**src/rtl/decode_stage_pkg.sv**
```systemverilog
// rtl/decode_stage_pkg.sv - opcode/funct3 constants, control bundle and FSM state types
package decode_stage_pkg;

  localparam logic [6:0] OPC_R  = 7'b0110011;
  localparam logic [6:0] OPC_I1 = 7'b0000011;
  localparam logic [6:0] OPC_I2 = 7'b0010011;
  localparam logic [6:0] OPC_S  = 7'b0100011;
  localparam logic [6:0] OPC_B  = 7'b1100011;
  localparam logic [6:0] OPC_J  = 7'b1101111;

  localparam logic [2:0] F3_LDB = 3'b000;
  localparam logic [2:0] F3_STB = 3'b000;

  typedef struct packed {
    logic y_sel;
    logic write;
    logic read_mmu;
    logic write_mmu;
    logic byte_sel;
    logic branch;
    logic load;
    logic jump;
    logic illegal;
  } ctrl_t;

  typedef enum logic {ST_EMPTY, ST_FULL} state_t;

endpackage

```
**src/rtl/decode_logic.sv**
```systemverilog
// rtl/decode_logic.sv - combinational instruction decoder: op bundle, immediate, flags, source use
module decode_logic
  import decode_stage_pkg::*;
#(
  parameter int XLEN = 32,
  parameter int OPW  = 14
) (
  input  logic [31:0]     i_ir,
  output logic [OPW-1:0]  o_op,
  output logic [XLEN-1:0] o_immed,
  output ctrl_t           o_ctrl,
  output logic            o_use_rs1,
  output logic            o_use_rs2
);

  logic [6:0]      w_opc;
  logic [2:0]      w_f3;
  logic [6:0]      w_f7;
  logic [XLEN-1:0] w_imm_i, w_imm_s, w_imm_b, w_imm_j;

  assign w_opc = i_ir[6:0];
  assign w_f3  = i_ir[14:12];
  assign w_f7  = i_ir[31:25];

  assign w_imm_i = {{(XLEN-12){i_ir[31]}}, i_ir[31:20]};
  assign w_imm_s = {{(XLEN-12){i_ir[31]}}, i_ir[31:25], i_ir[11:7]};
  assign w_imm_b = {{(XLEN-13){i_ir[31]}}, i_ir[31], i_ir[7], i_ir[30:25], i_ir[11:8], 1'b0};
  assign w_imm_j = {{(XLEN-21){i_ir[31]}}, i_ir[31], i_ir[19:12], i_ir[20], i_ir[30:21], 1'b0};

  always_comb begin
    o_op      = '0;
    o_immed   = '0;
    o_ctrl    = '0;
    o_use_rs1 = 1'b0;
    o_use_rs2 = 1'b0;
    case (w_opc)
      OPC_R: begin
        o_op         = OPW'({w_opc, w_f7});
        o_ctrl.y_sel = 1'b1;
        o_ctrl.write = 1'b1;
        o_use_rs1    = 1'b1;
        o_use_rs2    = 1'b1;
      end
      OPC_I1: begin
        o_op            = OPW'({w_opc, 4'b0, w_f3});
        o_immed         = w_imm_i;
        o_ctrl.write    = 1'b1;
        o_ctrl.read_mmu = 1'b1;
        o_ctrl.load     = 1'b1;
        o_ctrl.byte_sel = (w_f3 == F3_LDB);
        o_use_rs1       = 1'b1;
      end
      OPC_I2: begin
        o_op         = OPW'({w_opc, 4'b0, w_f3});
        o_immed      = w_imm_i;
        o_ctrl.write = 1'b1;
        o_use_rs1    = 1'b1;
      end
      OPC_S: begin
        o_op             = OPW'({w_opc, 4'b0, w_f3});
        o_immed          = w_imm_s;
        o_ctrl.write_mmu = 1'b1;
        o_ctrl.byte_sel  = (w_f3 == F3_STB);
        o_use_rs1        = 1'b1;
        o_use_rs2        = 1'b1;
      end
      OPC_B: begin
        o_op          = OPW'({w_opc, 4'b0, w_f3});
        o_immed       = w_imm_b;
        o_ctrl.y_sel  = 1'b1;
        o_ctrl.branch = 1'b1;
        o_use_rs1     = 1'b1;
        o_use_rs2     = 1'b1;
      end
      OPC_J: begin
        o_op         = OPW'({w_opc, 7'b0});
        o_immed      = w_imm_j;
        o_ctrl.write = 1'b1;
        o_ctrl.jump  = 1'b1;
      end
      default: o_ctrl.illegal = 1'b1;
    endcase
  end

endmodule

```
**src/rtl/decode_stage.sv**
```systemverilog
// rtl/decode_stage.sv - registered decode stage: load-use hazard, valid/ready handshake, bubble counter
module decode_stage
  import decode_stage_pkg::*;
#(
  parameter int XLEN  = 32,
  parameter int NREGS = 32,
  parameter int OPW   = 14,
  parameter int CNTW  = 32,
  localparam int RW   = $clog2(NREGS)
) (
  input  logic            clk,
  input  logic            reset,
  input  logic            in_valid,
  output logic            in_ready,
  input  logic [31:0]     in_ir,
  input  logic [XLEN-1:0] in_pc,
  input  logic            flush,
  input  logic            out_ready,
  output logic            out_valid,
  output logic [OPW-1:0]  out_op,
  output logic [RW-1:0]   out_addr_a,
  output logic [RW-1:0]   out_addr_b,
  output logic [RW-1:0]   out_addr_d,
  output logic [XLEN-1:0] out_immed,
  output logic [XLEN-1:0] out_pc,
  output logic            out_y_sel,
  output logic            out_write,
  output logic            out_read_mmu,
  output logic            out_write_mmu,
  output logic            out_byte_sel,
  output logic            out_branch,
  output logic            out_load,
  output logic            out_jump,
  output logic            out_illegal,
  output logic [CNTW-1:0] bubble_count
);

  logic [OPW-1:0]  w_op;
  logic [XLEN-1:0] w_immed;
  ctrl_t           w_ctrl;
  logic            w_use_rs1, w_use_rs2;
  logic [RW-1:0]   w_rs1, w_rs2, w_rd;
  logic            w_hazard, w_accept, w_fire;

  state_t          r_state;
  logic [OPW-1:0]  r_op;
  logic [RW-1:0]   r_addr_a, r_addr_b, r_addr_d;
  logic [XLEN-1:0] r_immed, r_pc;
  ctrl_t           r_ctrl;
  logic [CNTW-1:0] r_bubbles;

  decode_logic #(.XLEN(XLEN), .OPW(OPW)) u_decode (
    .i_ir      (in_ir),
    .o_op      (w_op),
    .o_immed   (w_immed),
    .o_ctrl    (w_ctrl),
    .o_use_rs1 (w_use_rs1),
    .o_use_rs2 (w_use_rs2)
  );

  assign w_rs1 = in_ir[15 +: RW];
  assign w_rs2 = in_ir[20 +: RW];
  assign w_rd  = in_ir[7 +: RW];

  // A load still sitting in the register cannot forward to a consumer entering now.
  assign w_hazard = out_valid && r_ctrl.load && (r_addr_d != '0) && in_valid &&
                    ((w_use_rs1 && (w_rs1 == r_addr_d)) || (w_use_rs2 && (w_rs2 == r_addr_d)));

  assign in_ready = !reset && !flush && !w_hazard && (!out_valid || out_ready);
  assign w_accept = in_valid && in_ready;
  assign w_fire   = out_valid && out_ready;

  always_ff @(posedge clk) begin
    if (reset) begin
      r_state   <= ST_EMPTY;
      r_op      <= '0;
      r_addr_a  <= '0;
      r_addr_b  <= '0;
      r_addr_d  <= '0;
      r_immed   <= '0;
      r_pc      <= '0;
      r_ctrl    <= '0;
      r_bubbles <= '0;
    end else if (flush) begin
      r_state <= ST_EMPTY;
    end else begin
      if (w_accept) begin
        r_op     <= w_op;
        r_addr_a <= w_rs1;
        r_addr_b <= w_rs2;
        r_addr_d <= w_rd;
        r_immed  <= w_immed;
        r_pc     <= in_pc;
        r_ctrl   <= w_ctrl;
      end
      case (r_state)
        ST_EMPTY: if (w_accept) r_state <= ST_FULL;
        ST_FULL: if (w_fire) begin
          r_state <= w_accept ? ST_FULL : ST_EMPTY;
          if (w_hazard && (r_bubbles != '1)) r_bubbles <= r_bubbles + CNTW'(1);
        end
      endcase
    end
  end

  assign out_valid     = (r_state == ST_FULL);
  assign out_op        = r_op;
  assign out_addr_a    = r_addr_a;
  assign out_addr_b    = r_addr_b;
  assign out_addr_d    = r_addr_d;
  assign out_immed     = r_immed;
  assign out_pc        = r_pc;
  assign out_y_sel     = r_ctrl.y_sel;
  assign out_write     = r_ctrl.write;
  assign out_read_mmu  = r_ctrl.read_mmu;
  assign out_write_mmu = r_ctrl.write_mmu;
  assign out_byte_sel  = r_ctrl.byte_sel;
  assign out_branch    = r_ctrl.branch;
  assign out_load      = r_ctrl.load;
  assign out_jump      = r_ctrl.jump;
  assign out_illegal   = r_ctrl.illegal;
  assign bubble_count  = r_bubbles;

endmodule

```
**config.mk**
```make
export PLATFORM = sky130hd
export DESIGN_NAME = decode_stage
export DESIGN_NICKNAME = d
export VERILOG_FILES = /design/src/rtl/decode_stage_pkg.sv /design/src/rtl/decode_logic.sv /design/src/rtl/decode_stage.sv
export SDC_FILE = /design/constraint.sdc
export NUM_CORES = 1
export LEC_CHECK = 0
export CAP_MARGIN = 40
export CORE_MARGIN = 2
export CORE_UTILIZATION = 35
export CTS_BUF_LIST = sky130_fd_sc_hd__clkbuf_8
export CTS_CLUSTER_SIZE = 12
export DETAILED_ROUTE_END_ITERATION = 12
export MAX_ROUTING_LAYER = met4
export PLACE_DENSITY = 0.66
export SLEW_MARGIN = 5
export SYNTH_ARGS = -nofsm -noshare
export SYNTH_HDL_FRONTEND = slang
export SYNTH_SLANG_ARGS = --single-unit
```
**constraint.sdc**
```tcl
create_clock -name clk -period 3.24 [get_ports clk]
set_input_delay 0.648 -clock clk [delete_from_list [all_inputs] [get_ports clk]]
set_output_delay 0.648 -clock clk [all_outputs]
set_load 0.005 [all_outputs]
```
==> flow_summary.toml <==
[hold_path]
min_delay_path_depth = 2
hp-start = "out_op[6]"
hold_path.class = "reg -> reg"
whs_endpoint = "out_op[6]"

[drt]
wl_per_cell_um = 16.1
via_count = 5640
drc = 0
first_iter_violations = 322
drt.antenna.violating_nets = 0
firstDrtPassIters = 4
vias_per_cell = 5.28
wl_mm = 17.2

[synth]
synth_edf_count = 0
synth_nets = 735
synth_seq_cells = 123
ys.flop_type = "dfxtp_1"
ys_warn_count = 0
yosysSeqAreaShare = 0.466
synth_cell_types = 45
syn-instance-count = 665
syn_area_per_cell_um2 = 7.95
syn_area_um2 = 5290
synth-async-reset-ratio = 0

[sta]
fin_crit_sh = 0.910
grt_setup_unrepaired = "false"
fmax_mhz = 339
drv_slew = 0
fin_hold_ws_ns = 0.451
setup_viol = 0
final-hold-violation-count = 0
slew_headroom = 0.413
worstMarginPinSlew_ns = 0.880
finalCriticalPeriod_ns = 2.95
skew_ns = 0.0131
setup_ws_ns = 0.290

[layout]
layout.cells.non_filler = 1068
layout.nets = 941
regArea_um2 = 2460
multi_input_area_um2 = 2580
fin_area_um2 = 8100
utilization = 0.553
drive_gt1_frac = 0.109
diodes = 0
area_growth_pct = 53.1
n_fill_cell = 1344

[pwr]
p_leak_nw = 2.82
p_per_area_nw_per_um2 = 421
peakVddDrop_v = 0.000296

[worst_setup_path]
slowest_stage = "or4_1"
regToRegSetupSlack_ns = 0.49
slowest_delay_ns = 0.49
crit_arrival_ns = 3.32
crit_path_max_fanout = 23
worst-endpoint-required_ns = 3.61
crit_path_end_kind = "flop"
startpoint_type = "input port"
crit_type = "in -> reg"
path_cells = "clkdlybuf4s50_1 -> xor2_1 -> nor4_2 -> a2bb2oi_2 -> buf_4 -> or4_1 -> buf_4 -> buf_4 -> or3_1 -> a21oi_1"
reg2reg_to = "bubble_count[20]"
crit_top_cell = "buf_4"
r2r_cells = 9
setup.worst_path.start = "in_ir[18]"
timing.rr.start = "out_addr_d[4]"

[global_route]
grt-ovfl-total = 0
grt_pass1_wl_mm = 27.2
antenna_found_initial = 0
grt_max_degree = 92
grt_pass1_vias = 5433
track_usage = 0.219

[die]
die-width_um = 127
rows = 44
fp.dieArea_um2 = 16100
core_area_um2 = 14600
initial_utilization = 0.361
boundaryPins = 205
die_y_um = 127

[placement]
portBuffers = 204
place_ws_ns = -0.181
dp.cells = 1035
hpwl_mm = 12.2
place_area_um2 = 7630
routabilityCongestion = 0.863

[clocking]
cts_max_level = 4
clk_pin_slew_ns = 0.07
cts.sinks = 123
cts_hold_buf = 0
tritoncts = "done"
cts_buffer_depth = 2
numCtsBuffers = 17
cts-root-buf = "clkbuf_8"
clkLatencyLatePin_ns = 0.45

[status]
outcome = "finished, final reports clean"

[run]
drv_cap = 0
## critical path: cells and delay by family
kind | cells | cell delay (ns)
AO/OA/AOI/OAI | 2 | 0.31
XOR/XNOR | 1 | 0.16
buffers and inverters | 4 | 1.04
AND/OR/NAND/NOR | 3 | 1.15
## Yosys cell counts (all sizes together) (4+ instances only)
master / instances / area (µm²)
a211oi: 11 / 82.6
a21oi: 97 / 485
a221oi: 7 / 61.3
and2: 7 / 43.8
and3: 6 / 37.5
buf: 20 / 135
clkbuf: 39 / 146
dfxtp: 123 / 2460
inv: 7 / 26.3
nand2: 128 / 480
nand3: 27 / 135
nand3b: 4 / 30.0
nand4: 20 / 125
nor2: 30 / 113
nor2b: 5 / 31.3
nor3: 26 / 130
o21ai: 29 / 145
o31ai: 6 / 45.0
or2: 4 / 25.0
or3: 25 / 156
or4: 6 / 45.0
xnor2: 5 / 43.8
xor2: 5 / 43.8
## cell families (layout without fill, tap and decap cells)
family          Yosys count  count (layout)  synth area share
mux                       4               4           0.00828
fa+ha+maj                 1               1           0.00237
xor+xnor                 10              10            0.0166
compound gates          163             163             0.176
simple gates            298             298             0.273
flops                   123             123             0.466
buf+inv                  66             285            0.0582
## flip-flops by register name, indices dropped and copies added, names as in the netlist, 5 cells and up
register / cells
bubble_count: 32
out_addr_a: 5
out_addr_b: 5
out_addr_d: 5
out_immed: 21
out_op: 14
out_pc: 32
## how the worst max path moves through the flow
stage                  endpoint  slack, ns  cells past startpoint
3_3_place_gp           in_ready      -0.13                      8
6_report       bubble_count[20]       0.29                     10
5_1_grt         bubble_count[8]       0.23                     10
3_5_place_dp           in_ready      -0.18                      8
4_1_cts                in_ready       0.03                      8
2_1_floorplan  bubble_count[24]       0.65                      8
## layout make-up
cell class                 count  area share
clock buffer                  20      0.0340
clock inverter                12      0.0151
inverter                       7     0.00325
multi-input combinational    476       0.318
sequential                   123       0.304
tap                          184      0.0284
timing repair buffer         246       0.297
## cells in the final DEF, fill, tap and decap left out, types with 5 or more instances in the layout
master,netlist,routed
a211oi_1,11,11
a21oi_1,97,96
a221oi_1,7,7
and2_1,7,7
and3_1,6,6
buf_4,12,40
clkbuf_8,0,20
clkdlybuf4s50_1,0,198
dfxtp_1,123,121
inv_1,7,8
nand2_1,128,128
nand3_1,27,27
nand4_1,20,20
nor2_1,30,29
nor2b_1,5,5
nor3_1,26,26
o21ai_0,29,28
o31ai_1,6,6
or3_1,25,25
or4_1,6,5
xnor2_1,5,5
## repair_timing
item | CTS | global route
hold endpoints to repair | 0 | 0
pin swaps | 1 | 3
setup endpoints to repair | 1 | 1
setup buffers | 0 | 1
resized for setup | 6 | 9
## per-stage QoR
step	setup TNS [ns]	power [W]
6_report	0	0.00341
5_1_grt	0	0.00357
4_1_cts	0	0.00345
3_5_place_dp	-3.61	0.00209
3_3_place_gp	-1.90	0.00208
2_1_floorplan	0	0.00180
## metal layers
layer | wire length, µm | global-route usage | vias up
met5 | 0 | - | -
met4 | 363 | 0.0814 | 0
met2 | 8290 | 0.347 | 206
li1 | - | - | 2747
met1 | 7260 | 0.261 | 2652
met3 | 1310 | 0.0696 | 35
## where the power goes
part	switching, W	internal [W]	total [W]
clock	0.000618	0.000736	0.00135
sequential	0.0000351	0.00157	0.00160
combinational	0.000206	0.000250	0.000456
total	0.000860	0.00255	0.00341
No activity file was read; power rests on OpenSTA's default activity.
